==> config.mk <==
export PLATFORM = sky130hd
export DESIGN_NAME = mem_requester
export DESIGN_NICKNAME = d
export VERILOG_FILES = /design/src/rtl/mem_requester.sv
export SDC_FILE = /design/constraint.sdc
export NUM_CORES = 1
export LEC_CHECK = 0
export ABC_AREA = 0
export CAP_MARGIN = 5
export CORE_UTILIZATION = 51
export CTS_CLUSTER_DIAMETER = 80
export DETAILED_ROUTE_END_ITERATION = 10
export PLACE_DENSITY = 0.78
export SLEW_MARGIN = 30
export SYNTH_ARGS = -nofsm -noshare
export SYNTH_HDL_FRONTEND = slang
export SYNTH_SLANG_ARGS = --single-unit
==> constraint.sdc <==
create_clock -name clk_i -period 4.5 [get_ports clk_i]
set_input_delay 0.9 -clock clk_i [delete_from_list [all_inputs] [get_ports clk_i]]
set_output_delay 0.9 -clock clk_i [all_outputs]
set_load 0.02 [all_outputs]
==> src/rtl/mem_requester.sv <==
// Load/store requester for the single-port word memory: sub-word loads with sign/zero
// extension, read-modify-write for sub-word stores. Optional MEM_REQUESTER_MISALIGN_TRAP_EN rejects misaligned/reserved accesses.
module mem_requester #(
  parameter int DEPTH = 16
) (
  input  logic                       clk_i,
  input  logic                       rst_i,
  input  logic                       req_valid_i,
  output logic                       req_ready_o,
  input  logic                       req_we_i,
  input  logic [1:0]                 req_size_i,
  input  logic                       req_unsigned_i,
  input  logic [$clog2(DEPTH)+1:0]   req_addr_i,
  input  logic [31:0]                req_wdata_i,
  output logic                       rsp_valid_o,
  output logic [31:0]                rsp_rdata_o,
  output logic                       rsp_err_o,
  output logic                       mem_read_en_o,
  output logic [$clog2(DEPTH)-1:0]   mem_read_pos_o,
  input  logic [31:0]                mem_read_data_i,
  input  logic                       mem_read_valid_i,
  output logic                       mem_write_en_o,
  output logic [$clog2(DEPTH)-1:0]   mem_write_pos_o,
  output logic [31:0]                mem_write_data_o
);
  localparam int ADDR_W = $clog2(DEPTH) + 2;
  localparam int POS_W  = $clog2(DEPTH);

  typedef enum logic [2:0] {S_IDLE, S_READ, S_WAIT, S_WRITE, S_RESP} state_t;

  state_t              state_q, state_d;
  logic                we_q, uns_q, err_q;
  logic [1:0]          size_q;
  logic [ADDR_W-1:0]   addr_q;
  logic [31:0]         wdata_q, rdata_q;
  logic [POS_W-1:0]    read_pos_q, write_pos_q;
  logic [31:0]         write_data_q;

  logic                accept, reject;
  logic [1:0]          size_eff;
  logic [31:0]         merged, shifted, extended;

  always_comb begin
`ifdef MEM_REQUESTER_MISALIGN_TRAP_EN
    size_eff = req_size_i;
    reject   = (req_size_i == 2'b11)
            || (req_size_i == 2'b01 && req_addr_i[0])
            || (req_size_i == 2'b10 && req_addr_i[1:0] != 2'b00);
`else
    size_eff = (req_size_i == 2'b11) ? 2'b10 : req_size_i;
    reject   = 1'b0;
`endif
  end

  assign req_ready_o = (state_q == S_IDLE) && !rst_i;
  assign accept      = req_valid_i && req_ready_o;

  // Lane merge for sub-word stores; half ignores addr[0], word ignores both low bits.
  always_comb begin
    merged = mem_read_data_i;
    case (size_q)
      2'b00:   merged[{addr_q[1:0], 3'b000} +: 8]  = wdata_q[7:0];
      2'b01:   merged[{addr_q[1], 4'b0000} +: 16]  = wdata_q[15:0];
      default: merged = wdata_q;
    endcase
  end

  always_comb begin
    shifted  = mem_read_data_i;
    extended = mem_read_data_i;
    case (size_q)
      2'b00: begin
        shifted  = mem_read_data_i >> {addr_q[1:0], 3'b000};
        extended = uns_q ? {24'b0, shifted[7:0]} : {{24{shifted[7]}}, shifted[7:0]};
      end
      2'b01: begin
        shifted  = mem_read_data_i >> {addr_q[1], 4'b0000};
        extended = uns_q ? {16'b0, shifted[15:0]} : {{16{shifted[15]}}, shifted[15:0]};
      end
      default: extended = mem_read_data_i;
    endcase
  end

  always_comb begin
    state_d = state_q;
    case (state_q)
      S_IDLE: begin
        if (accept) begin
          if (reject)                          state_d = S_RESP;
          else if (req_we_i && size_eff == 2'b10) state_d = S_WRITE;
          else                                 state_d = S_READ;
        end
      end
      S_READ:  state_d = S_WAIT;
      S_WAIT:  if (mem_read_valid_i) state_d = we_q ? S_WRITE : S_RESP;
      S_WRITE: state_d = S_RESP;
      S_RESP:  state_d = S_IDLE;
      default: state_d = S_IDLE;
    endcase
  end

  always_ff @(posedge clk_i) begin
    if (rst_i) begin
      state_q      <= S_IDLE;
      we_q         <= 1'b0;
      uns_q        <= 1'b0;
      err_q        <= 1'b0;
      size_q       <= 2'b00;
      addr_q       <= '0;
      wdata_q      <= '0;
      rdata_q      <= '0;
      read_pos_q   <= '0;
      write_pos_q  <= '0;
      write_data_q <= '0;
    end else begin
      state_q <= state_d;
      if (accept) begin
        we_q    <= req_we_i;
        uns_q   <= req_unsigned_i;
        err_q   <= reject;
        size_q  <= size_eff;
        addr_q  <= req_addr_i;
        wdata_q <= req_wdata_i;
        rdata_q <= '0;
        if (!reject) begin
          if (req_we_i && size_eff == 2'b10) begin
            write_pos_q  <= req_addr_i[ADDR_W-1:2];
            write_data_q <= req_wdata_i;
          end else begin
            read_pos_q <= req_addr_i[ADDR_W-1:2];
          end
        end
      end
      if (state_q == S_WAIT && mem_read_valid_i) begin
        if (we_q) begin
          write_pos_q  <= addr_q[ADDR_W-1:2];
          write_data_q <= merged;
        end else begin
          rdata_q <= extended;
        end
      end
    end
  end

  // Strobes are gated by rst_i so a reset landing in READ/WRITE issues nothing.
  assign mem_read_en_o    = (state_q == S_READ) && !rst_i;
  assign mem_write_en_o   = (state_q == S_WRITE) && !rst_i;
  assign mem_read_pos_o   = read_pos_q;
  assign mem_write_pos_o  = write_pos_q;
  assign mem_write_data_o = write_data_q;
  assign rsp_valid_o      = (state_q == S_RESP) && !rst_i;
  assign rsp_rdata_o      = rsp_valid_o ? rdata_q : 32'h0;
`ifdef MEM_REQUESTER_MISALIGN_TRAP_EN
  assign rsp_err_o        = rsp_valid_o && err_q;
`else
  assign rsp_err_o        = 1'b0;
`endif

endmodule

* Yosys cells after proc, flatten, opt, wreduce, memory -nomap -nowiden
Index checks and enable logic that the tools add are counted.
** Operators by class
- Add/sub/neg operators :: 2
- Bitwise gates (word level) :: 1
- Order comparisons :: 0
- Shifts and indexed selects :: 6
- Muxes and demuxes :: 24
- Multipliers :: 0
- Equal/unequal tests :: 9
- Divide/modulo/power cells :: 0
- Reductions and logical operators :: 12
** Operator list (count)
- 2-to-1 mux 32 bit :: 10
- case mux 32 bit (2 select lines) :: 2
- bitwise mux 32 bit :: 2
- variable shift 16 x 7 -> 32 bit (first input constant) :: 1
- variable shift 8 x 7 -> 32 bit (first input constant) :: 1
- indexed part select 16 x 7 -> 32 bit :: 1
- indexed part select 8 x 7 -> 32 bit :: 1
- >> shifter 32 x 5 -> 16 bit :: 1
- >> shifter 32 x 5 -> 8 bit :: 1
- 2-to-1 mux 4 bit :: 4
- negator 5 -> 7 bit :: 2
- case mux 3 bit (4 select lines) :: 1
- 2-to-1 mux 3 bit :: 3
- logical AND 1 bit :: 7
- == test 3 x 2 -> 1 bit (second input constant) :: 2
- == test 2 bit (second input constant) :: 2
- 2-to-1 mux 2 bit :: 2
- != test 2 bit (second input constant) :: 2
- AND reduction 2 bit :: 2
- == test 3 x 1 -> 1 bit (second input constant) :: 1
- == test 3 bit (second input constant) :: 1
- zero test 3 bit :: 1
- == test 2 x 1 -> 1 bit (second input constant) :: 1
- zero test 2 bit :: 1
- 2 further kinds :: 2
** Word-level totals
- Memory bits (writable) :: 0
- Memories :: 0
- Register bits :: 117
- Memory bits (read-only) :: 0
- Output and inout port bits :: 77
- Bits of input ports :: 78
- Bits in latches :: 0

* Longest topological paths before layout
Gate-level depths: netlist of the first run.
- Depth after elaboration :: 8
- Mapped depth :: 8

* Worst setup path after synthesis of the first run
No wires, ideal clock.
- Path type :: input port to output port
- Start point :: in rst_i
- End point :: out rsp_rdata_o[22]
- Stages :: 3
- Slack :: 1.531 ns
- Buffers on the path :: 1
- Arrival time :: 2.069 ns
- Cells stage by stage :: nor4b_1 -> clkbuf_1 -> and2_1
** Between the ends
- Longest elaborated chain between the ends :: 3
** Ends and longest elaborated chain
- start, declared :: line 7 : input logic rst_i,
- zero test 1 bit :: line 151 : assign rsp_valid_o = (state_q == S_RESP) && !rst_i;
- logical AND 1 bit :: line 151
- net rsp_valid_o :: line 15 : output logic rsp_valid_o,
- 2-to-1 mux 32 bit :: line 152 : assign rsp_rdata_o = rsp_valid_o ? rdata_q : 32'h0;
- end, declared :: line 16 : output logic [31:0] rsp_rdata_o,
The timed path passes the listed nets, and every way through them passes these cells.

* Worst setup path after layout of the first run
- Start point :: in rst_i
- End point :: out rsp_rdata_o[18]
** Between the ends
- Longest elaborated chain between the ends :: 3
** Ends and longest elaborated chain (line)
- zero test 1 bit :: 151
- logical AND 1 bit :: 151
- 2-to-1 mux 32 bit :: 152
No other way between the ends.

==> reports/qor.csv, run 1 <==
metric;value;unit
power_density;351;mW/mm²
wl_per_cell;19.6;µm
regArea;0.00234;mm²
hold_buffers;0;
dr.pass1.iters;5;
clk_latency;0.42;ns
yosysUniqueCellTypes;54;
yosys.area.top_type;dfxtp_1;
antenna_found_initial;0;
multi_input_area;0.00373;mm²
grt.total_usage;0.328;
ys_seq_area_frac;0.362;
core;0.0122;mm²
grt_setup_unrepaired;false;
slew_violations;0;
worstSetupPathType;input port to primary output;
yosysWarnings;0;
grt_pass1_vias;6175;
min_period;3.22;ns
cts_buffer_depth;2;
ant_nets;0;
min_to;wdata_q[20];
fp.dieArea;0.0131;mm²
clkTransAtPathRegs;0.05;ns
dp_hpwl;14800;µm
syn-cell-area;0.00647;mm²
dpl-instance-area;0.00794;mm²
drt-total-wl;21100;µm
worstPathMaxFanout;33;
worstSetupStartpointType;input port;
async_reset_ff_frac;0;
required;3.60;ns
nFillCells;965;
hold_depth;2;
h-tree-depth;4;
cap_violations;0;
setup-tns-final;0;ns
start_util;0.532;
vias;6585;
cts.sinks;117;
rows;40;
synth_top_area_frac;0.362;
synth_flop_cell;dfxtp_1;
yosysMostFrequentCell;nand2_1;
syn_inst;790;
synth_seq_cells;117;
vias_per_cell;6.13;
crit_path_start;rst_i;
post_cts_resized;0;
io_pins;155;
postLayoutCellArea;0.00855;mm²
overflow;0;
drc_errors;0;
clock.fmax;0.311;GHz
ir_drop;0.000268;V
synth-edff-count;0;
diodes;0;
worst_hold_path_type;flop to flop;
tightest_slew;0.840;ns
r2r_cells;7;
r2r-start;addr_q[1];
clock-root-buffer;clkbuf_16;
drt-initial-drc-count;563;
setup_viol;0;
end_kind;primary output;
io_buffers;153;
finClkSkew;0.00673;ns
period_share;0.716;
synth_common_cells;nand2_1 (162), dfxtp_1 (117), a21oi_1 (82), clkbuf_1 (41), and2_1 (34);
hp-start;wdata_q[20];
cp_data_arrival_time;2.32;ns
die_x;115;µm
cts_buffers;17;
grt_pass1_wl;32700;µm
synth.area.top_cells;dfxtp_1 (36%), nand2_1 (9.4%), a21oi_1 (6.3%);
syn_to_final_growth;32.2;%
p_leak;2.96;nW
synth_nets;873;
r2r_end;mem_write_data_o[11];
cts_setup_buffers;0;
finalWeightedCongestion;0.901;
die_y;115;µm
nets;977;
rrSetupSlack;1.66;ns
cts_tree;built;
grt_start_max_net_pins;64;
drive_above_1_share;0.104;
final_hold_viol_count;0;
status;complete, no violations;
slew_headroom;0.432;
avgSynthCellArea;8.19;µm²
[per-layer routing]
layer	share of wire	vias to the layer above	GRT usage
li1	-	3089	-
met2	0.46	357	0.509
met3	0.086	55	0.0741
met5	0	-	0
met1	0.43	3084	0.429
met4	0.029	0	0.161
[cell usage in the layout (no fill, tap or decap), drive strengths merged, types with 3 or more instances in the layout]
cell type | netlist | layout
a32oi | 17 | 17
clkinv | 1 | 5
nand3b | 4 | 4
a21o | 8 | 8
o2111a | 8 | 8
o211ai | 7 | 7
inv | 8 | 8
a221oi | 25 | 25
dfxtp | 117 | 117
and2 | 35 | 35
ha | 5 | 5
nor3b | 3 | 3
nor3 | 11 | 11
nand2b | 4 | 4
a211oi | 9 | 9
nor2 | 24 | 24
mux2i | 8 | 8
a311oi | 35 | 35
a22oi | 15 | 15
a22o | 9 | 9
nand3 | 5 | 5
nand2 | 163 | 163
o21ai | 29 | 29
a31oi | 9 | 9
buf | 39 | 13
clkbuf | 41 | 22
mux2 | 25 | 25
nor2b | 15 | 15
bufinv | 0 | 3
nor4 | 3 | 3
a21oi | 82 | 82
clkdlybuf4s50 | 0 | 152
nor4b | 10 | 10
[power by group]
| group | switching [mW] | internal [mW] | total [mW] |
|---|---|---|---|
| registers | 0.0501 | 1.08 | 1.13 |
| clock network | 0.470 | 0.921 | 1.39 |
| logic | 0.275 | 0.202 | 0.477 |
[logic make-up (layout without fill, tap and decap cells)]
logic type | Yosys count | in the layout | synth area share
mux | 33 | 33 | 0.0559
simple gates | 286 | 286 | 0.217
compound gates | 259 | 259 | 0.290
fa+ha+maj | 5 | 5 | 0.00967
other cells | 1 | 1 | 0.000580
flops | 117 | 117 | 0.362
buf+inv | 89 | 205 | 0.0646
[sequential cells by signal, indices dropped and copies added (netlist names)]
name and cells:
mem_write_data_o 32, rdata_q 32, wdata_q 32, addr_q 6, mem_read_pos_o 4, mem_write_pos_o 4
state_q 3, size_q 2, uns_q 1, we_q 1
[layout make-up]
| cell class | count | share of cell area |
|---|---|---|
| clock buffers | 22 | 0.0567 |
| clock inverters | 9 | 0.0146 |
| inverters | 9 | 0.00395 |
| multi-input cells | 584 | 0.436 |
| flip-flops and latches | 117 | 0.274 |
| well taps | 168 | 0.0246 |
| repair buffers | 165 | 0.190 |
[metrics by stage]
| step | hold WS (ns) | power [mW] | util | worst slack, ns | instances |
|---|---|---|---|---|---|
| 3_3_place_gp | 0.442 | 1.61 | 0.651 | 1.34 | 1042 |
| 4_1_cts | 0.456 | 3.00 | 0.703 | 1.27 | 1074 |
| 5_1_grt | 0.472 | 3.10 | 0.703 | 1.19 | 1074 |
| 3_5_place_dp | 0.448 | 1.62 | 0.652 | 1.27 | 1043 |
| 2_1_floorplan | 0.436 | 1.43 | - | 1.53 | 790 |
| 6_report | 0.454 | 3.00 | 0.703 | 1.28 | 1074 |
[critical path: stages]
cell             delay (ns)
buf_4                  0.14
nor4b_2                0.21
buf_4                  0.29
and2_1                 0.17
clkdlybuf4s50_1        0.61
[worst max path at each step]
stage | endpoint | slack [ns] | cells past startpoint
after floorplan | rsp_rdata_o[22] | 1.53 | 3
after global placement | rsp_rdata_o[13] | 1.34 | 5
after detailed placement | rsp_rdata_o[18] | 1.27 | 5
after CTS | rsp_rdata_o[18] | 1.27 | 5
after global routing | rsp_rdata_o[18] | 1.19 | 5
final | rsp_rdata_o[18] | 1.28 | 5
Power figures use the tool's default switching activity.
==> run 2, diff against run 1 <==
--- a/config.mk
+++ b/config.mk
@@ -7,10 +7,10 @@
 export LEC_CHECK = 0
 export ABC_AREA = 0
 export CAP_MARGIN = 5
-export CORE_UTILIZATION = 51
+export CORE_UTILIZATION = 50
 export CTS_CLUSTER_DIAMETER = 80
 export DETAILED_ROUTE_END_ITERATION = 10
-export PLACE_DENSITY = 0.78
+export PLACE_DENSITY = 0.76
 export SLEW_MARGIN = 30
 export SYNTH_ARGS = -nofsm -noshare
 export SYNTH_HDL_FRONTEND = slang
==> constraint.sdc (replaced) <==
create_clock -name clk_i -period 3.2 [get_ports clk_i]
set_input_delay 0.64 -clock clk_i [delete_from_list [all_inputs] [get_ports clk_i]]
set_output_delay 0.64 -clock clk_i [all_outputs]
set_load 0.02 [all_outputs]
==> reports/qor.csv, run 2 (synthesis gave the netlist of run 1 again) <==
metric;value;unit
status;complete, no violations;
worst_path_max_delay_cell;clkdlybuf4s50_1;
grt_pass1_wl;34200;µm
clock.fmax;0.348;GHz
ant_nets;0;
core;0.0126;mm²
io_buffers;153;
dp.cells;1056;
cap_violations;0;
overflow;0;
dr.pass1.iters;5;
cp_data_arrival_time;2.23;ns
pwr-share-seq;0.353;
required;2.56;ns
critPathBufInv;2;
tightest_slew;0.983;ns
cts.sinks;117;
min_period;2.87;ns
clkTransAtPathRegs;0.05;ns
dp_hpwl;15300;µm
start_util;0.512;
grt_start_max_net_pins;78;
setup_viol;0;
layout_commonest_cell;nand2_1;
critPathTopFamily;buffers and inverters;
power_density;519;mW/mm²
clk_latency;0.42;ns
cts_tree;built;
instances_no_fill;1088;
finalWeightedCongestion;0.905;
rows;41;
wl_per_cell;20.1;µm
antenna_found_initial;0;
fp.dieArea;0.0134;mm²
cts_setup_buffers;0;
drc_errors;0;
hold_buffers;0;
p_leak;3.03;nW
combPwrFrac;0.152;
drive_above_1_share;0.106;
slew_violations;0;
cts_buffers;17;
switchingPower;1.13;mW
nets;986;
slowest_delay;0.61;ns
vias;6647;
worstSetupStartpointType;flop;
worstPathCellList;nor4b_2 > buf_4 > and2_1 > clkdlybuf4s50_1;
post_cts_resized;0;
drt-initial-drc-count;576;
drt-total-wl;21900;µm
final_hold_viol_count;0;
io_pins;155;
slew_headroom;0.345;
final_core_util;0.687;
die_y;116;µm
final_cell_mix;nand2_1 (161), clkdlybuf4s50_1 (152), dfxtp_1 (116);
vias_per_cell;6.11;
grt_setup_unrepaired;false;
finalPower;4.51;mW
hold_slack;0.455;ns
clock-root-buffer;clkbuf_16;
diodes;0;
worstSetupPathType;flop to primary output;
grt.total_usage;0.336;
setup-tns-final;0;ns
worst_hold_path_type;flop to flop;
period_share;0.898;
clock_power_share;0.495;
die_x;116;µm
finClkSkew;0.00523;ns
end_kind;primary output;
p_int;3.37;mW
syn_to_final_growth;34.1;%
h-tree-depth;4;
worstPathMaxFanout;33;
cts_buffer_depth;2;
ir_drop;0.000430;V
grt_pass1_vias;6307;
p_sw_frac;0.252;
nFillCells;1052;
run 2: cell count changes in the layout (fill, tap and decap cells not counted), moves of 3 or more:
cell,previous run,this run
buf_4,12,22
bufinv_16,3,7
clkbuf_1,1,5
clkbuf_8,4,1
clkinv_2,4,1
run 2: final timing paths:
path	end	slack, ns	cells after the start	startpoint
worst max-delay path	rsp_rdata_o[18]	0.33	4	state_q[2]
worst min-delay path	addr_q[2]	0.45	2	addr_q[2]
worst max register to register	mem_write_data_o[27]	0.78	4	size_q[1]
worst min register to register	addr_q[2]	0.45	2	addr_q[2]
run 2: worst min-delay path, delay by kind of cell, from the launching register on:
kind | cells | cell delay (ns)
AOI/OAI and AO/OA | 1 | 0.05
and+or+nand+nor | 1 | 0.05
DFF | 1 | 0.30
run 2: power groups by stage:
| stage | combinational (mW) | clock (mW) | sequential (mW) |
|---|---|---|---|
| finish | 0.684 | 2.23 | 1.59 |
| global route | 0.734 | 2.31 | 1.60 |
| CTS | 0.674 | 2.23 | 1.59 |
| detailed placement | 0.667 | 0 | 1.62 |
| global placement | 0.654 | 0 | 1.62 |
| floorplan | 0.409 | 0 | 1.60 |
run 2: final cells by class:
type                            count  area, µm²  share of cell area
Tap cell                          172        215              0.0248
Multi-Input combinational cell    584       3720               0.428
Sequential cell                   117       2340               0.270
Clock buffer                       23        458              0.0528
Clock inverter                      9        223              0.0257
Inverter                            9       33.8             0.00389
Timing Repair Buffer              174       1690               0.194
run 2: layer usage:
metal  vias to the layer above  routed length [µm]  GRT usage
met5                         -                   0          0
met4                         0                 614      0.133
met3                        48                1790     0.0821
met2                       322                9970      0.523
met1                      3168                9500      0.449
li1                       3109                   -          -
run 2: stage by stage:
stage | worst slack (ns) | instance area [µm²]
2_1_floorplan | 0.751 | 6470
3_3_place_gp | 0.555 | 8000
3_5_place_dp | 0.471 | 8000
4_1_cts | 0.301 | 8680
5_1_grt | 0.213 | 8680
6_report | 0.326 | 8680
